**config.mk**
```make
export PLATFORM = sky130hd
export DESIGN_NAME = sm83_int_ctrl
export DESIGN_NICKNAME = d
export VERILOG_FILES = /design/src/rtl/sm83_pkg.sv /design/src/rtl/sm83_irq_prio.sv /design/src/rtl/sm83_int_ctrl.sv
export SDC_FILE = /design/constraint.sdc
export NUM_CORES = 1
export LEC_CHECK = 0
export ABC_AREA = 1
export BUFFER_PORTS_ARGS = -buffer_cell sky130_fd_sc_hd__buf_2
export CORE_MARGIN = 2
export CORE_UTILIZATION = 50
export CTS_CLUSTER_SIZE = 20
export DETAILED_ROUTE_END_ITERATION = 8
export GPL_TIMING_DRIVEN = 1
export HOLD_SLACK_MARGIN = 0.06
export PLACE_DENSITY = 0.89
export SETUP_SLACK_MARGIN = 0.15
export SLEW_MARGIN = 15
export SYNTH_ARGS = -nofsm -noshare
export SYNTH_HDL_FRONTEND = slang
export SYNTH_HIERARCHICAL = 1
export SYNTH_SLANG_ARGS = --single-unit
```
**constraint.sdc**
```tcl
create_clock -name clk -period 3.1 [get_ports clk]
set_input_delay 0.62 -clock clk [delete_from_list [all_inputs] [get_ports clk]]
set_output_delay 0.62 -clock clk [all_outputs]
set_load 0.005 [all_outputs]
```
**src/rtl/sm83_pkg.sv**
```systemverilog
// Shared SM83 types: interrupt dispatch states, IRQ source indices and the
// IF/IE register addresses.
package sm83_pkg;

    typedef enum logic [2:0] {
        D_IDLE,
        D_WAIT1,
        D_WAIT2,
        D_PUSH_HI,
        D_PUSH_LO,
        D_JUMP
    } int_disp_state_t;

    typedef enum logic [2:0] {
        IRQ_VBLANK,
        IRQ_STAT,
        IRQ_TIMER,
        IRQ_SERIAL,
        IRQ_JOYPAD
    } irq_idx_t;

    localparam logic [15:0] ADDR_IF = 16'hFF0F;
    localparam logic [15:0] ADDR_IE = 16'hFFFF;

    // Restart vector for an interrupt source index.
    function automatic logic [15:0] irq_vector(input logic [15:0] base,
                                               input int        stride,
                                               input irq_idx_t  idx);
        return base + 16'(stride * int'(idx));
    endfunction

endpackage

```
**src/rtl/sm83_irq_prio.sv**
```systemverilog
// Lowest-set-bit priority encoder over pending interrupts; bit 0 (VBlank)
// has the highest priority. Also used by the core's HALT wake logic.
module sm83_irq_prio #(
    parameter int NUM_IRQ = 5
) (
    input  logic [NUM_IRQ-1:0] pending,
    output logic               valid,
    output logic [2:0]         idx
);

    always_comb begin
        valid = |pending;
        idx   = '0;
        // Scan downward so the lowest set bit is the last one assigned.
        for (int i = NUM_IRQ - 1; i >= 0; i--) begin
            if (pending[i]) idx = 3'(i);
        end
    end

endmodule

```
**src/rtl/sm83_int_ctrl.sv**
```systemverilog
// SM83 interrupt controller: IF/IE/IME state, EI delay and the 5 M-cycle
// dispatch sequence (wait, wait, push PC hi, push PC lo, jump).
module sm83_int_ctrl
    import sm83_pkg::*;
#(
    parameter int          NUM_IRQ    = 5,
    parameter logic [15:0] VEC_BASE   = 16'h0040,
    parameter int          VEC_STRIDE = 8
) (
    input  logic               clk,
    input  logic               rst_n,
    input  logic               mcycle_tick,
    input  logic [NUM_IRQ-1:0] irq_pulse,
    input  logic               if_wr,
    input  logic               ie_wr,
    input  logic [7:0]         wdata,
    output logic [7:0]         if_rdata,
    output logic [7:0]         ie_rdata,
    input  logic               ei_i,
    input  logic               di_i,
    input  logic               reti_i,
    input  logic               instr_boundary,
    output logic               int_req,
    output logic               wake,
    output logic               busy,
    output logic               push_hi,
    output logic               push_lo,
    output logic               pc_load,
    output logic [15:0]        pc_vector,
    output logic               ime
);

    logic [NUM_IRQ-1:0] if_q;
    logic [NUM_IRQ-1:0] if_wr_val;
    logic [NUM_IRQ-1:0] if_clr;
    logic [NUM_IRQ-1:0] pending;
    logic [NUM_IRQ-1:0] pend_res;
    logic [7:0]         ie_q;
    logic [7:0]         ie_wr_val;
    logic               ime_q;
    logic [1:0]         ei_pend;
    logic               ime_eff;
    logic               take;
    logic               resolve;
    logic               res_valid;
    logic [2:0]         res_idx;

    int_disp_state_t state_q, state_d;

    assign pending = if_q & ie_q[NUM_IRQ-1:0];
    assign wake    = |pending;
    assign ime_eff = ime_q | (ei_pend == 2'd1);
    assign int_req = ime_eff & wake & (state_q == D_IDLE);
    assign take    = mcycle_tick & instr_boundary & int_req;
    assign resolve = mcycle_tick & (state_q == D_PUSH_HI);

    // Resolution sees this clk's register writes, so a PC-high push that
    // lands on IE can still cancel or redirect the dispatch.
    assign if_wr_val = if_wr ? wdata[NUM_IRQ-1:0] : if_q;
    assign ie_wr_val = ie_wr ? wdata : ie_q;
    assign pend_res  = if_wr_val & ie_wr_val[NUM_IRQ-1:0];

    sm83_irq_prio #(.NUM_IRQ(NUM_IRQ)) u_prio (
        .pending (pend_res),
        .valid   (res_valid),
        .idx     (res_idx)
    );

    assign if_clr = (resolve && res_valid) ? (NUM_IRQ'(1) << res_idx) : '0;

    always_ff @(posedge clk or negedge rst_n) begin
        if (!rst_n) begin
            if_q      <= '0;
            ie_q      <= '0;
            pc_vector <= 16'h0000;
        end else begin
            // Peripheral pulses are OR'd last so they beat writes and clears.
            if_q <= (if_wr_val & ~if_clr) | irq_pulse;
            if (ie_wr) ie_q <= wdata;
            if (resolve)
                pc_vector <= res_valid ? irq_vector(VEC_BASE, VEC_STRIDE, irq_idx_t'(res_idx))
                                       : 16'h0000;
        end
    end

    always_ff @(posedge clk or negedge rst_n) begin
        if (!rst_n) begin
            ime_q   <= 1'b0;
            ei_pend <= 2'd0;
        end else begin
            if (instr_boundary && state_q == D_IDLE && ei_pend != 2'd0) begin
                ei_pend <= ei_pend - 2'd1;
                if (ei_pend == 2'd1) ime_q <= 1'b1;
            end
            if (ei_i && !ime_q) ei_pend <= 2'd2;
            if (reti_i) ime_q <= 1'b1;
            if (di_i || take) begin
                ime_q   <= 1'b0;
                ei_pend <= 2'd0;
            end
        end
    end

    always_ff @(posedge clk or negedge rst_n) begin
        if (!rst_n) state_q <= D_IDLE;
        else        state_q <= state_d;
    end

    always_comb begin
        state_d = state_q;
        if (mcycle_tick) begin
            case (state_q)
                D_IDLE:    if (take) state_d = D_WAIT1;
                D_WAIT1:   state_d = D_WAIT2;
                D_WAIT2:   state_d = D_PUSH_HI;
                D_PUSH_HI: state_d = D_PUSH_LO;
                D_PUSH_LO: state_d = D_JUMP;
                D_JUMP:    state_d = D_IDLE;
                default:   state_d = D_IDLE;
            endcase
        end
    end

    assign busy     = (state_q != D_IDLE);
    assign push_hi  = (state_q == D_PUSH_HI);
    assign push_lo  = (state_q == D_PUSH_LO);
    assign pc_load  = (state_q == D_JUMP);
    assign ime      = ime_q;
    assign if_rdata = {{(8 - NUM_IRQ){1'b1}}, if_q};
    assign ie_rdata = ie_q;

endmodule

```
==> run_results.csv, run 1 <==
group,metric,value,unit
timing,min_period_over_period,0.668,
floorplanning,initial_utilization,0.517,
worst_setup_path,required,2.48,ns
clock_network,cts_root_buf,"clkbuf_4",
timing,rsz0062_at_grt,"false",
routing,wl_per_cell,10.0,microns
floorplanning,die_h,56.9,microns
routing,met3_length,130,microns
global_route,antenna_found_initial,0,
placement,dp.cells,263,
layout,diodes,0,
yosys,synth_top_area_frac,0.411,
clock_network,clock-sinks,23,
timing,setup_tns,0,ns
yosys,synth_cells,191,
clock_network,clock_latency,0.31,ns
routing,via_count,1236,
global_route,grt_pass1_wl,4490,microns
yosys,synthTopCellsByCount,"nand2_1 (55), inv_1 (32), dfrtp_1 (23), nor2_1 (19), buf_4 (15)",
global_route,grt_max_degree,24,
power,powerDensity,528,nW/um^2
yosys,syn-cell-area,1400,sq um
placement,dp.final_hpwl,2180,microns
routing,top_layer,"met4",
yosys,yosys.area.top_type,"dfrtp_1",
clock_network,cts_setup_buffers,0,
run_status,status,"complete, no violations",
layout,finalInstanceArea,1620,sq um
clock_network,cts_tree,"done",
clock_network,ctsHoldBuffers,0,
yosys,yosysWarnings,6,
routing,drc_errors,0,
clock_network,htree_levels,1,
global_route,overflow,0,
routing,postRouteAntennaNets,0,
worst_setup_path,crit_fanout,5,
routing,dr.pass1.iters,4,
power,ir_worst_vdd,0.316,mV
routing,drt-initial-drc-count,27,
routing,viasPerCell,4.63,
routing,wl_met1,1150,microns
yosys,post-synth-top-count-cell,"nand2_1",
worst_setup_path,startpoint_type,"register",
layout,instances_no_fill,267,
hold_path,hp-class,"in2async",
timing,setup_viol,0,
layout,area_growth,15.7,%
layout,utilization,0.598,
floorplanning,core_area,2710,sq um
clock_network,clk_pin_slew,0.12,ns
timing,finalHoldViolations,0,
floorplanning,pin_count,61,
timing,drv_slew,0,
timing,fin_crit,2.07,ns
worst_setup_path,critPathArrivalTime,1.45,ns
timing,max-slew-margin-rel,0.662,
placement,gp_congestion,0.798,
floorplanning,dieArea,3240,sq um
timing,fmax,483,MHz
clock_network,cts_buffer_depth,2,
global_route,first_global_vias,1132,
yosys,syn_avg_cell_area,7.33,sq um
layout,drive_gt1_frac,0.271,
routing,wirelength,2670,microns
yosys,synth-edff-count,0,
run,maxCapViolCount,0,
placement,port_buffers,45,
yosys,synth_seq_cells,23,
yosys,synthArstFlopShare,1.00,
placement,place_area,1590,sq um
floorplanning,rows,19,
timing,skew,0.00384,ns
yosys,yosysUniqueCellTypes,23,
clock_network,cts_resized,0,
clock_network,cts_buffers,3,
placement,pre_cts_ws,1.04,ns
worst_setup_path,crit_type,"reg2out",
yosys,ys.flop_type,"dfrtp_1",
layout,nets,261,
yosys,ys_seq_area_frac,0.411,
worst_setup_path,ff2ff_setup_slack,1.56,ns
global_route,grt_usage,0.176,
floorplanning,die-width,56.9,microns
yosys,ys_top_cells_by_area,"dfrtp_1 (41%), nand2_1 (15%), inv_1 (8.6%)",
timing,tightest_slew,0.507,ns
timing,final.setup.worst_slack,1.03,ns
power,p_leak,0.945,nW
worst_setup_path,cp-end-kind,"primary output",
routing,dr_wl_met2,1370,microns
-- critical path, cell delays in order (launching register included) --
cell,delay (ns)
dfrtp_1,0.45
nor2_1,0.18
nand2_2,0.13
nor2_2,0.13
and2_2,0.14
buf_2,0.10
-- final timing paths --
path                                     startpoint                  endpoint  cells after the start
setup reg to reg                  if_q[2]$_DFF_PN0_         if_q[3]$_DFF_PN0_                      8
min in group clk                       irq_pulse[4]         if_q[4]$_DFF_PN0_                      3
max in group asynchronous                     rst_n  pc_vector[5]$_DFFE_PN0N_                      1
hold / removal                                rst_n     ie_rdata[1]$_DFF_PN0_                      1
setup / recovery             state_q[1]$_DFFE_PN0P_                   int_req                      5
hold reg to reg            pc_vector[6]$_DFFE_PN0N_  pc_vector[6]$_DFFE_PN0N_                      2
-- cell type report --
class | instances | area [sq um]
Clock buffer | 3 | 22.5
Fill cell | 254 | 1090
Inverter | 33 | 124
Tap cell | 31 | 38.8
Sequential cell | 23 | 576
Multi-Input combinational cell | 131 | 629
Clock inverter | 1 | 5.00
Timing Repair Buffer | 45 | 225
-- per-layer routing --
layer	global-route usage	vias up
met4	0.0631	0
met5	0	-
met2	0.315	37
li1	-	634
met1	0.213	561
met3	0.0276	4
-- metrics by stage --
step	power, mW	hold WS, ns
floorplan	0.623	0.324
global placement	0.716	0.458
detailed placement	0.727	0.466
CTS	0.867	0.265
global route	0.926	0.279
finish	0.855	0.256
-- power breakdown --
group	total, mW	internal (mW)	switching (mW)
sequential	0.402	0.355	0.0470
combinational	0.316	0.131	0.185
clock	0.137	0.0483	0.0885
-- placed cells by master, fill, tap and decap left out, types with 2 or more instances in the layout --
cell,Yosys,final
a21oi_1,2,2
buf_2,0,45
clkbuf_4,0,3
conb_1,2,15
dfrtp_1,23,23
ha_1,2,2
inv_1,32,32
mux2_2,3,3
nand2_1,55,55
nand2_2,3,3
nand3_1,5,5
nand3_2,2,2
nor2_1,19,19
nor2_2,2,2
nor2_4,2,2
o21ai_0,11,11
o21bai_1,5,5
-- flip-flops by register name, summed over array words and instances (netlist names) --
register / count
if_q: 5
ime: 1
state_q: 3
ie_rdata: 8
pc_vector: 4
ei_pend: 2
-- logic make-up after synthesis --
group                      Yosys count  share of synthesized area
AOI/OAI and AO/OA                   18                     0.0733
xor gates and xnor gates             1                    0.00626
adders and majority gates            2                     0.0179
buffers and inverters               50                      0.174
DFF                                 23                      0.411
muxes                                3                     0.0241
other                                2                    0.00536
and+or+nand+nor                     92                      0.288
Note: power is estimated with default switching activity, not from simulation.
==> run 2, diff against run 1 <==
- CORE_UTILIZATION: 50 -> 42
- PLACE_DENSITY: 0.89 -> 0.8
- clock period: 3.1 -> 1.7 ns (I/O delays scaled with it)
==> run_results.csv, run 2 (synthesis gave the netlist of run 1 again) <==
group,metric,value,unit
routing,viasPerCell,4.52,
global_route,grt_pass1_wl,5050,microns
floorplanning,die_h,61.7,microns
worst_setup_path,r2r-end,"if_q[2]$_DFF_PN0_",
power,p_leak,1.08,nW
clock_network,clock-sinks,23,
global_route,antenna_found_initial,0,
power,powerDensity,968,nW/um^2
layout,fillers,281,
worst_setup_path,r2r-start,"if_q[2]$_DFF_PN0_",
layout,final_common_cell,"nand2_1",
clock_network,cts_buffers,3,
clock_network,htree_levels,1,
worst_setup_path,startpoint_type,"register",
routing,wl_per_cell,11.5,microns
floorplanning,core_area,3100,sq um
clock_network,cts_buffer_depth,2,
run,maxCapViolCount,0,
layout,multi_input_area,779,sq um
floorplanning,initial_utilization,0.451,
clock_network,clk_pin_slew,0.13,ns
timing,rsz0062_at_grt,"true",
floorplanning,dieArea,3810,sq um
layout,diodes,0,
placement,dp.final_hpwl,2220,microns
routing,postRouteAntennaNets,0,
worst_setup_path,critPathArrivalTime,1.98,ns
worst_setup_path,cp-end-kind,"register",
placement,place_area,1610,sq um
timing,tightest_slew,0.512,ns
layout,drive_gt1_frac,0.444,
layout,utilization,0.640,
worst_setup_path,crit_fanout,3,
hold_path,hp-class,"in2reg",
timing,setup_viol,3,
placement,pre_cts_ws,-0.0300,ns
floorplanning,rows,20,
timing,drv_slew,0,
routing,wirelength,3500,microns
timing,skew,0.00300,ns
clock_network,cts_tree,"done",
layout,finalInstanceArea,1990,sq um
timing,final.setup.worst_slack,-0.0285,ns
floorplanning,die-width,61.7,microns
worst_setup_path,reg2reg_depth,11,
routing,dr.pass1.iters,4,
routing,drt-initial-drc-count,70,
global_route,grt_usage,0.181,
clock_network,clock_latency,0.31,ns
layout,largest_reg_flops,8,
hold_path,min_from,"irq_pulse[4]",
layout,nets,284,
run_status,status,"complete, but fails checks",
layout,final_cell_mix,"nand2_1 (48), buf_2 (43), inv_1 (29)",
clock_network,cts_root_buf,"clkbuf_4",
placement,gp_congestion,0.795,
timing,fin_hold_ws,0.198,ns
global_route,overflow,0,
timing,min_period_over_period,1.02,
timing,fmax,579,MHz
worst_setup_path,ff2ff_setup_slack,-0.03,ns
hold_path,min_to,"if_q[4]$_DFF_PN0_",
timing,max-slew-margin-rel,0.658,
timing,finalHoldViolations,0,
routing,drc_errors,0,
worst_setup_path,required,1.95,ns
floorplanning,pin_count,61,
timing,setup_tns,-0.0448,ns
run_status,failed_checks,"negative setup slack",
timing,fin_crit,1.73,ns
global_route,first_global_vias,1235,
worst_setup_path,crit_type,"reg2reg",
layout,seq_area,577,sq um
routing,via_count,1370,
layout,area_growth,41.9,%
hold_path,min_path_cells,3,
power,ir_worst_vdd,0.636,mV
placement,port_buffers,45,
global_route,grt_max_degree,24,
run 2: repair_timing:
item,4_1_cts,5_1_grt
hold endpoints to repair,23,0
setup endpoints to repair,5,19
buffers inserted,14,9
pin swaps,6,18
hold buffers,1,0
gates resized for setup,11,43
run 2: per-stage QoR:
stage,power [mW],std cells
after detailed placement,1.32,276
after global placement,1.31,276
after global routing,2.07,303
after floorplan,1.14,204
after CTS,1.72,295
final,1.92,303
run 2: report_power, final:
part / switching [mW] / internal (mW) / total, mW
clock: 0.172 / 0.0881 / 0.260
sequential: 0.0738 / 0.649 / 0.722
combinational: 0.481 / 0.459 / 0.940
run 2: area by class of cell:
type / count / area share
clock inverter: 1 / 0.00252
sequential: 23 / 0.290
tap: 44 / 0.0277
inverter: 33 / 0.0623
multi-input combinational: 131 / 0.392
clock buffer: 3 / 0.0113
timing repair buffer: 68 / 0.213
run 2: how the worst max path moves through the flow:
stage / startpoint / to / slack (ns) / cells after the start
2_1_floorplan: if_wr / if_q[3]$_DFF_PN0_ / 0.15 / 10
6_report: if_q[2]$_DFF_PN0_ / if_q[2]$_DFF_PN0_ / -0.03 / 11
4_1_cts: state_q[0]$_DFFE_PN0P_ / int_req / 0.06 / 5
3_5_place_dp: ie_wr / if_q[1]$_DFF_PN0_ / -0.03 / 10
3_3_place_gp: ie_wr / if_q[3]$_DFF_PN0_ / -0.04 / 10
5_1_grt: if_q[2]$_DFF_PN0_ / if_q[2]$_DFF_PN0_ / -0.14 / 11
run 2: routing by layer:
layer,share of wire,global-route usage
met4,0.015,0.0456
met1,0.41,0.223
met2,0.51,0.316
met3,0.071,0.0476
met5,0,0
run 2: critical path, cell delays in order, from the launching register on:
cell      delay [ns]
dfrtp_1         0.42
buf_4           0.13
buf_4           0.13
o21ai_4         0.18
nor2_4          0.06
inv_1           0.06
nand2_1         0.06
a21oi_2         0.22
inv_1           0.12
nand3_2         0.09
nor2_1          0.05
o21bai_1        0.14
